--- src/rtl/alu_arbiter.sv ---
// alu_arbiter: round-robin scheduler sharing one combinational 16-bit ALU between two requesters
module alu_arbiter (
    input  logic        clk,
    input  logic        clear,
    input  logic        req0,
    input  logic        req1,
    input  logic [15:0] x0,
    input  logic [15:0] y0,
    input  logic [15:0] x1,
    input  logic [15:0] y1,
    input  logic [2:0]  op0,
    input  logic [2:0]  op1,
    output logic        gnt0,
    output logic        gnt1,
    output logic [15:0] alu_x,
    output logic [15:0] alu_y,
    output logic [2:0]  alu_op,
    input  logic [16:0] alu_out,
    input  logic        alu_err,
    output logic [16:0] result,
    output logic        valid,
    output logic        owner,
    output logic        err,
    output logic        err_state,
    output logic        busy
);
    typedef enum logic {IDLE, EXEC} state_t;
    state_t state, state_next;
    logic last_owner, pick, take, ovf;

    always_comb begin
        take = state == IDLE && (req0 || req1);
        pick = (req0 && req1) ? ~last_owner : req1;
        ovf = alu_err && alu_op == 3'b000;
        state_next = take ? EXEC : IDLE;
    end

    assign busy = state == EXEC;

    always_ff @(posedge clk) state <= clear ? IDLE : state_next;

    always_ff @(posedge clk) begin
        if (clear) begin
            gnt0 <= 1'b0;
            gnt1 <= 1'b0;
            valid <= 1'b0;
            alu_x <= '0;
            alu_y <= '0;
            alu_op <= '0;
            result <= '0;
            owner <= 1'b0;
            err <= 1'b0;
            err_state <= 1'b0;
            last_owner <= 1'b1;
        end else begin
            gnt0 <= 1'b0;
            gnt1 <= 1'b0;
            valid <= 1'b0;
            if (take) begin
                alu_x <= pick ? x1 : x0;
                alu_y <= pick ? y1 : y0;
                alu_op <= pick ? op1 : op0;
                gnt0 <= ~pick;
                gnt1 <= pick;
                last_owner <= pick;
            end
            // last_owner still names the requester whose operation is in EXEC
            if (state == EXEC) begin
                result <= alu_out;
                owner <= last_owner;
                err <= ovf;
                err_state <= err_state | ovf;
                valid <= 1'b1;
            end
        end
    end
endmodule

--- config.mk ---
export PLATFORM = sky130hd
export DESIGN_NAME = alu_arbiter
export DESIGN_NICKNAME = d
export VERILOG_FILES = /design/src/rtl/alu_arbiter.sv
export SDC_FILE = /design/constraint.sdc
export NUM_CORES = 1
export LEC_CHECK = 0
export ABC_CLOCK_PERIOD_IN_PS = 2100
export CAP_MARGIN = 20
export CELL_PAD_IN_SITES_DETAIL_PLACEMENT = 0
export CELL_PAD_IN_SITES_GLOBAL_PLACEMENT = 1
export CORE_MARGIN = 3
export CORE_UTILIZATION = 28
export DETAILED_ROUTE_END_ITERATION = 16
export GPL_ROUTABILITY_DRIVEN = 0
export GPL_TIMING_DRIVEN = 1
export PLACE_DENSITY_LB_ADDON = 0.08
export SYNTH_ARGS = -nofsm -noshare
export SYNTH_HDL_FRONTEND = slang
export SYNTH_SLANG_ARGS = --single-unit
--- constraint.sdc ---
create_clock -name clk -period 2.1 [get_ports clk]
set_input_delay 0.42 -clock clk [delete_from_list [all_inputs] [get_ports clk]]
set_output_delay 0.42 -clock clk [all_outputs]
set_load 0.005 [all_outputs]
==> qor.json <==
{
  "routed_via_density": {"value": 4.78},
  "post-cts-setup-buffers": {"value": 0},
  "critPathCaptureType": {"value": "output pin"},
  "critPathTopFamily": {"value": "buffers and inverters"},
  "critPathLaunchType": {"value": "flop"},
  "layout-drive-gt1-share": {"value": 5.67, "unit": "%"},
  "setup-tns-final": {"value": 0, "unit": "ns"},
  "grt_remaining_overflow": {"value": 0},
  "floorplan.core_area": {"value": 7850, "unit": "um^2"},
  "final_max_slew_viol_count": {"value": 0},
  "dp_hpwl": {"value": 4930, "unit": "um"},
  "drc": {"value": 0},
  "postCtsHoldBufs": {"value": 0},
  "io_pins": {"value": 151},
  "design_area": {"value": 4040, "unit": "um^2"},
  "count_of_antenna_diodes_in_the_layout": {"value": 0},
  "worstPathCellList": {"value": "clkdlybuf4s50_1"},
  "highest_achievable_clock_rate": {"value": 591, "unit": "MHz"},
  "tritoncts": {"value": "done"},
  "final_antenna_net_count": {"value": 0},
  "die_w": {"value": 96.6, "unit": "um"},
  "post_dp_cell_area": {"value": 3850, "unit": "um^2"},
  "worst_pin_slew": {"value": 0.622, "unit": "ns"},
  "grt_setup_unrepaired": {"value": "no"},
  "synth_seq_cells": {"value": 60},
  "timing.final.setup_violations": {"value": 0},
  "path_clk_slew": {"value": 0.06, "unit": "ns"},
  "synthDominantAreaCellType": {"value": "sky130_fd_sc_hd__dfxtp_1"},
  "htree_levels": {"value": 3},
  "crit_type": {"value": "reg2out"},
  "synthToLayoutAreaGrowth": {"value": 75.7, "unit": "%"},
  "synth.area.top_cells": {"value": "sky130_fd_sc_hd__dfxtp_1 52%, sky130_fd_sc_hd__a221o_1 15%, sky130_fd_sc_hd__nor3b_1 11%"},
  "clockBufferDepth": {"value": 2},
  "initial_core_util": {"value": 29.3, "unit": "%"},
  "yosysUniqueCellTypes": {"value": 21},
  "dr_total_vias": {"value": 2175},
  "netlist_area_before_placement": {"value": 2300, "unit": "um^2"},
  "row_count": {"value": 32},
  "data_required_time_of_the_critical_path": {"value": 1.68, "unit": "ns"},
  "power-per-cell-area": {"value": 708, "unit": "nW/um^2"},
  "num-fill-cells": {"value": 720},
  "grt_start_max_net_pins": {"value": 58},
  "grt_first_pass_wirelength": {"value": 10800, "unit": "um"},
  "slowest_stage": {"value": "sky130_fd_sc_hd__clkdlybuf4s50_1"},
  "avgRoutedWirePerCell": {"value": 15.7, "unit": "um"},
  "nets": {"value": 441},
  "worstPathMaxFanout": {"value": 6},
  "worst-path-buf-inv": {"value": 1},
  "port_buffers": {"value": 150},
  "grt_usage": {"value": 15.4, "unit": "%"},
  "finalHoldViolCount": {"value": 0},
  "antenna_found_initial": {"value": 0},
  "run_status": {"value": "complete, no violations"},
  "cap_violations": {"value": 0},
  "ys_warn_count": {"value": 0},
  "ir_drop": {"value": 306, "unit": "uV"},
  "post_synthesis_net_count": {"value": 295},
  "grt_pass1_vias": {"value": 2151},
  "period_minus_slack": {"value": 1.69, "unit": "ns"},
  "die_h": {"value": 96.6, "unit": "um"},
  "clock_sink_count": {"value": 60},
  "number_of_instances_resized_during_post_cts_repair": {"value": 0},
  "cts_root_buffer": {"value": "sky130_fd_sc_hd__clkbuf_8"},
  "arrival": {"value": 1.27, "unit": "ns"},
  "post-route-period-util": {"value": 80.6, "unit": "%"},
  "synth_top_area_share": {"value": 52.3, "unit": "%"},
  "avgSynthCellArea": {"value": 11.3, "unit": "um^2"},
  "critical_path_max_stage_delay": {"value": 0.54, "unit": "ns"},
  "timing.hold.worst.class": {"value": "in2reg"},
  "final.setup_skew": {"value": 0.00382, "unit": "ns"},
  "syn_inst": {"value": 203},
  "clkLatencyLatePin": {"value": 0.32, "unit": "ns"},
  "wl": {"value": 7150, "unit": "um"},
  "cts_made_buffers": {"value": 9},
  "max_slew_margin": {"value": 58.6, "unit": "%"},
  "first_pass_iters": {"value": 4},
  "synth_sequential_area_ratio": {"value": 52.3, "unit": "%"},
  "p_leak": {"value": 1.48, "unit": "nW"},
  "number_of_drc_markers_after_the_initial_detailed_route_iteration": {"value": 70},
  "die_area": {"value": 9330, "unit": "um^2"}
}
[cell usage after synthesis, drive strengths merged]
master and n:
o21a 1, dfxtp 60, a221o 35, nand2 2, nor2b 1, o21ba 1, nor3 1, mux2i 18
nand2b 2, clkbuf 4, buf 17, nor3b 35, inv 1, nor4b 1, a21oi 2, nor2 20
and3 2
[sequential cells by signal, summed over array words and instances, names as in the netlist]
| signal | cells |
|---|---|
| err_state | 1 |
| gnt0 | 1 |
| owner | 1 |
| gnt1 | 1 |
| result | 17 |
| alu_y | 16 |
| last_owner | 1 |
| err | 1 |
| alu_x | 16 |
| valid | 1 |
| alu_op | 3 |
| busy | 1 |
[through the flow]
step,instances,setup slack (ns),total power [mW],hold WS [ns],utilization (%)
floorplan,203,0.744,1.51,0.442,-
global placement,440,0.262,1.90,0.440,49.1
detailed placement,440,0.223,1.90,0.452,49.1
CTS,455,0.374,2.90,0.361,51.4
global route,455,0.333,2.99,0.388,51.4
finish,455,0.408,2.86,0.376,51.4
[worst paths after layout]
| path | from | to | slack [ns] | cells after the start |
|---|---|---|---|---|
| min | clear | busy | 0.38 | 3 |
| min reg2reg | err_state | err_state | 0.45 | 2 |
| max | busy | busy | 0.41 | 1 |
| max reg2reg | busy | alu_y[15] | 0.75 | 3 |
[power breakdown]
group	internal, mW	leakage [nW]	switching (mW)
Clock	0.574	0.0935	0.415
Sequential	1.23	0.494	0.0440
Combinational	0.404	0.897	0.190
[placed cells by master (no fill, tap or decap), drive strengths merged]
cell / count
and3: 2
nor4b: 1
clkbuf: 13
clkdlybuf4s50: 149
dfxtp: 60
buf: 7
o21a: 1
inv: 1
o21ba: 1
nand2: 2
clkinv: 1
bufinv: 1
a21oi: 2
nor2: 20
a221o: 35
nand2b: 2
nor3b: 35
nor2b: 1
mux2i: 18
nor3: 1
[metal layers]
metal	track usage [%]	vias up	wire [um]
li1	-	1053	-
met1	17.6	1012	2910
met2	25.7	101	3380
met3	6.74	9	745
met4	5.26	0	119
met5	0	-	0
[kinds of logic after synthesis]
group,after synthesis,share of synthesized area (%)
mux,18,7.84
buf+inv,22,6.21
flops,60,52.3
compound gates,39,16.4
simple gates,64,17.2
[cell type report]
class / instances / area [um^2] / share of cell area, %
clock buffer: 13 / 149 / 3.69
sequential: 60 / 1200 / 29.8
inverter: 1 / 3.75 / 0.0930
tap: 102 / 128 / 3.16
multi-input combinational: 121 / 953 / 23.6
timing repair buffer: 156 / 1570 / 38.8
clock inverter: 2 / 35.0 / 0.868
Power figures use the tool's default switching activity.
